File: config.mk
export PLATFORM = sky130hd
export DESIGN_NAME = deserializer
export DESIGN_NICKNAME = d
export VERILOG_FILES = /design/src/rtl/deserializer.sv
export SDC_FILE = /design/constraint.sdc
export NUM_CORES = 1
export LEC_CHECK = 0
export BUFFER_PORTS_ARGS = -buffer_cell sky130_fd_sc_hd__buf_2
export CORE_MARGIN = 2
export CORE_UTILIZATION = 45
export CTS_CLUSTER_DIAMETER = 40
export CTS_CLUSTER_SIZE = 10
export DETAILED_ROUTE_END_ITERATION = 8
export SLEW_MARGIN = 20
export SYNTH_ARGS = -nofsm -noshare
export SYNTH_HDL_FRONTEND = slang
export SYNTH_SLANG_ARGS = --single-unit
File: constraint.sdc
create_clock -name clk_i -period 2.99 [get_ports clk_i]
set_input_delay 0.299 -clock clk_i [delete_from_list [all_inputs] [get_ports clk_i]]
set_output_delay 0.299 -clock clk_i [all_outputs]
set_load 0.02 [all_outputs]
File: src/rtl/deserializer.sv
// Serial-to-parallel deserializer: collects MSB-first frames delimited by a valid run.
// Optional short-frame flag enabled with `define DESERIALIZER_RUNT_FLAG_EN.
module deserializer #(
  parameter int unsigned WIDTH   = 16,
  parameter int unsigned MIN_LEN = 3
) (
  input  logic                     clk_i,
  input  logic                     arstn_i,
  input  logic                     ser_data_i,
  input  logic                     ser_data_val_i,
  output logic [WIDTH-1:0]         deser_data_o,
  output logic [$clog2(WIDTH)-1:0] deser_data_mod_o,
  output logic                     deser_data_val_o,
  output logic                     busy_o,
  output logic                     runt_o
);

  localparam int unsigned CNT_W = $clog2(WIDTH);
  localparam logic [CNT_W-1:0] LAST_CNT = CNT_W'(WIDTH - 1);

  typedef enum logic {
    IDLE    = 1'b0,
    COLLECT = 1'b1
  } state_t;

  state_t           r_state, w_state_nxt;
  logic [CNT_W-1:0] r_count, w_count_nxt;
  logic [WIDTH-1:0] r_shift, w_shift_nxt;
  logic [WIDTH-1:0] r_data,  w_data_nxt;
  logic [CNT_W-1:0] r_mod,   w_mod_nxt;
  logic             r_val,   w_val_nxt;
  logic             r_busy,  w_busy_nxt;
  logic [CNT_W-1:0] w_pos;
`ifdef DESERIALIZER_RUNT_FLAG_EN
  logic             r_runt,  w_runt_nxt;
`endif

  // Next-state, bit placement and frame-close decisions
  always_comb begin
    w_state_nxt = r_state;
    w_count_nxt = r_count;
    w_shift_nxt = r_shift;
    w_data_nxt  = r_data;
    w_mod_nxt   = r_mod;
    w_val_nxt   = 1'b0;
`ifdef DESERIALIZER_RUNT_FLAG_EN
    w_runt_nxt  = 1'b0;
`endif
    w_pos       = LAST_CNT - r_count;

    unique case (r_state)
      IDLE: begin
        if (ser_data_val_i) begin
          // Fresh frame: clear stale bits so unused LSBs read as zero
          w_shift_nxt            = '0;
          w_shift_nxt[WIDTH-1]   = ser_data_i;
          w_count_nxt            = CNT_W'(1);
          w_state_nxt            = COLLECT;
        end
      end
      COLLECT: begin
        if (ser_data_val_i) begin
          w_shift_nxt[w_pos] = ser_data_i;
          if (r_count == LAST_CNT) begin
            w_state_nxt = IDLE;
            w_count_nxt = '0;
            w_data_nxt  = w_shift_nxt;
            w_mod_nxt   = '0;
            w_val_nxt   = 1'b1;
          end else begin
            w_count_nxt = r_count + CNT_W'(1);
          end
        end else begin
          w_state_nxt = IDLE;
          w_count_nxt = '0;
          if (32'(r_count) >= MIN_LEN) begin
            w_data_nxt = r_shift;
            w_mod_nxt  = r_count;
            w_val_nxt  = 1'b1;
          end else begin
`ifdef DESERIALIZER_RUNT_FLAG_EN
            w_runt_nxt = 1'b1;
`endif
          end
        end
      end
      default: begin
        w_state_nxt = IDLE;
        w_count_nxt = '0;
      end
    endcase

    w_busy_nxt = (w_state_nxt == COLLECT);
  end

  // State and output registers
  always_ff @(posedge clk_i or negedge arstn_i) begin
    if (!arstn_i) begin
      r_state <= IDLE;
      r_count <= '0;
      r_shift <= '0;
      r_data  <= '0;
      r_mod   <= '0;
      r_val   <= 1'b0;
      r_busy  <= 1'b0;
`ifdef DESERIALIZER_RUNT_FLAG_EN
      r_runt  <= 1'b0;
`endif
    end else begin
      r_state <= w_state_nxt;
      r_count <= w_count_nxt;
      r_shift <= w_shift_nxt;
      r_data  <= w_data_nxt;
      r_mod   <= w_mod_nxt;
      r_val   <= w_val_nxt;
      r_busy  <= w_busy_nxt;
`ifdef DESERIALIZER_RUNT_FLAG_EN
      r_runt  <= w_runt_nxt;
`endif
    end
  end

  assign deser_data_o     = r_data;
  assign deser_data_mod_o = r_mod;
  assign deser_data_val_o = r_val;
  assign busy_o           = r_busy;
`ifdef DESERIALIZER_RUNT_FLAG_EN
  assign runt_o           = r_runt;
`else
  assign runt_o           = 1'b0;
`endif

endmodule

==> impl_metrics.env <==
export IMPL_status="complete, no violations"
export IMPL_port_buffers=25
export IMPL_p_seq_share_pct=45.8
export IMPL_max_cap_viol_count=0
export IMPL_ys_async_sr_fraction_pct=100
export IMPL_worstPathArrival_ps=2320
export IMPL_grt_pass1_wl_um=8500
export IMPL_highest_layer="met4"
export IMPL_ctsHoldBuffers=0
export IMPL_clkPwrFrac_pct=27.6
export IMPL_power_switching_mw=0.525
export IMPL_cts_clk_slew_worst_paths_ps=80
export IMPL_synth_edf_count=0
export IMPL_die_w_um=76.9
export IMPL_antenna_found_initial=0
export IMPL_drive_gt1_share_pct=29.2
export IMPL_p_per_area_mw_per_mm2=630
export IMPL_worstPathRequired_ps=3180
export IMPL_fin_tns_setup_ps=0
export IMPL_fin_area_mm2=0.00259
export IMPL_crit_path_end_kind="flip-flop"
export IMPL_drt_first_pass_iters=6
export IMPL_fin_crit_sh_pct=71.4
export IMPL_syn_num_nets=214
export IMPL_holdWs_ps=137
export IMPL_die_area_mm2=0.00592
export IMPL_vias=1665
export IMPL_fin_crit_ps=2140
export IMPL_setup_viol=0
export IMPL_hp_class="input port to asynchronous set/reset pin"
export IMPL_syn_area_mm2=0.00239
export IMPL_placed_area_mm2=0.00248
export IMPL_final_cell_mix="dfrtp_1, buf_2, mux2_2"
export IMPL_critPathSlowestCell="dfrtp_1"
export IMPL_skew_ps=5.07
export IMPL_die_h_um=76.9
export IMPL_dr_first_iter_drc_count=111
export IMPL_p_sw_share_pct=32.2
export IMPL_cellLeakagePower_nw=1.22
export IMPL_cts_sinks=42
export IMPL_gp_congestion=0.723
export IMPL_path_cells="nand2_1, o32ai_4, buf_4, mux2_2"
export IMPL_ctsRootBufferMaster="clkbuf_8"
export IMPL_r2r_slack_ps=850
export IMPL_ir_drop_mv=0.239
export IMPL_grt_max_degree=43
export IMPL_cts_buffers=5
export IMPL_critical_path_max_stage_delay_ps=1050
export IMPL_ys_ff_latch=42
export IMPL_wl_met1_um=2200
export IMPL_slew_viol_final=0
export IMPL_synth_cell_type_count=41
export IMPL_cts_setup_buffers=0
export IMPL_grt_remaining_overflow=0
export IMPL_crit_buf_inv=1
export IMPL_final_common_cell="dfrtp_1"
export IMPL_cts_resized=0
export IMPL_initial_utilization_pct=46.9
export IMPL_path_max_fanout=38
export IMPL_fmax_ghz=0.468
export IMPL_rr_worst_depth=4
export IMPL_yosys_warnings=0
export IMPL_synth_top_flop_cell="dfrtp_1"
export IMPL_diodes=0
export IMPL_drc=0
export IMPL_reg2reg_to="deser_data_o[7]"
export IMPL_slew_headroom_pct=29.2
export IMPL_crit_path_start="r_count[3]"
export IMPL_p_int_mw=1.10
export IMPL_grt_pass1_vias=1632
export IMPL_syn_inst=206
export IMPL_r2r_start="r_count[3]"
export IMPL_gr_usage_all_layers_pct=18.2
export IMPL_critPathKind="flip-flop to flip-flop"
export IMPL_viasPerCell=5.76
export IMPL_totalWireLength_um=4970
export IMPL_crit_family="flip-flops"
export IMPL_critPathLaunchType="flip-flop"
export IMPL_pin_count=27
export IMPL_insertion_delay_ps=300
export IMPL_rsz0062_at_grt="false"
export IMPL_cts_tree="done"
export IMPL_ant_nets=0
export IMPL_wl_met3_um=212
export IMPL_final_core_util_pct=50.6
export IMPL_nets=226
export IMPL_p_comb_share_pct=26.6
export IMPL_worstMarginPinSlew_ps=1060
export IMPL_synth_seq_area_share_pct=43.9
export IMPL_wl_per_cell_um=17.2
export IMPL_area_delta_synth_final_pct=8.05
export IMPL_dr_wl_met2_um=2480
export IMPL_dpl_hpwl_um=3270
export IMPL_syn_area_per_cell_um2=11.6
export IMPL_htree_levels=2
export IMPL_final_hold_viol_count=0
export IMPL_std_cell_rows=26
export IMPL_clock_path_buffers=2
export IMPL_core_mm2=0.00511
[layout make-up]
type | instances | area [µm²]
Clock buffer | 6 | 72.6
Clock inverter | 2 | 37.5
Fill cell | 473 | 2520
Inverter | 11 | 43.8
Multi-Input combinational cell | 130 | 1150
Sequential cell | 42 | 1050
Tap cell | 70 | 87.6
Timing Repair Buffer | 28 | 148
[synthesized netlist by cell type, types with 3 or more instances]
master / number / area [µm²]
a22o_1: 3 / 26.3
a32o_1: 3 / 30.0
and3b_1: 3 / 26.3
and4bb_2: 4 / 50.1
buf_2: 8 / 40.0
buf_4: 6 / 45.0
buf_6: 3 / 33.8
clkbuf_1: 5 / 18.8
dfrtp_1: 42 / 1050
ha_1: 4 / 50.1
inv_1: 9 / 33.8
mux2_1: 6 / 67.6
mux2_2: 20 / 225
mux2i_1: 10 / 100
nand2_1: 4 / 15.0
nand3_1: 6 / 30.0
nand3b_1: 6 / 45.0
nand4_1: 4 / 25.0
nand4b_1: 8 / 70.1
nor2_1: 3 / 11.3
nor3b_1: 4 / 30.0
o21ai_0: 6 / 30.0
o2bb2ai_1: 16 / 140
[state kept, by name (all words and copies together) (netlist names)]
signal,count
deser_data_o,16
r_shift,16
deser_data_mod_o,4
r_count,4
busy_o,1
deser_data_val_o,1
[routing by layer]
metal	vias up	track usage (%)
met5	-	0
met4	0	6.55
met3	6	3.76
met2	35	29.8
met1	830	24.0
li1	794	-
[cells by family (layout without fill, tap and decap cells)]
logic type,Yosys count,count (layout),share of synthesized area (%)
buffers and inverters,34,47,8.21
other,1,1,0.157
AOI/OAI and AO/OA,39,39,13.7
DFF,42,42,43.9
adders and majority gates,4,4,2.09
muxes,38,38,17.7
and+or+nand+nor,48,48,14.2
[stage by stage]
step | total power [mW] | std cells | setup WS (ps)
floorplan | 1.06 | 206 | 1310
global placement | 1.18 | 281 | 939
detailed placement | 1.20 | 281 | 894
CTS | 1.65 | 289 | 861
global route | 1.73 | 289 | 708
finish | 1.63 | 289 | 854
[how the worst max path moves through the flow]
stage / slack (ps) / depth (start not counted) / end
final: 850 / 4 / deser_data_o[7]
after global routing: 710 / 4 / deser_data_o[4]
after CTS: 860 / 4 / deser_data_o[7]
after detailed placement: 890 / 4 / deser_data_o[7]
after global placement: 940 / 4 / deser_data_o[3]
after floorplan: 1310 / 5 / deser_data_o[15]
[power by group through the flow]
stage               Combinational, mW  Sequential [mW]  Clock [mW]
global route                    0.473            0.764       0.495
global placement                0.428            0.750           0
CTS                             0.441            0.747       0.463
detailed placement              0.440            0.758           0
finish                          0.433            0.746       0.450
floorplan                       0.224            0.831           0
Power figures use the tool's default switching activity.
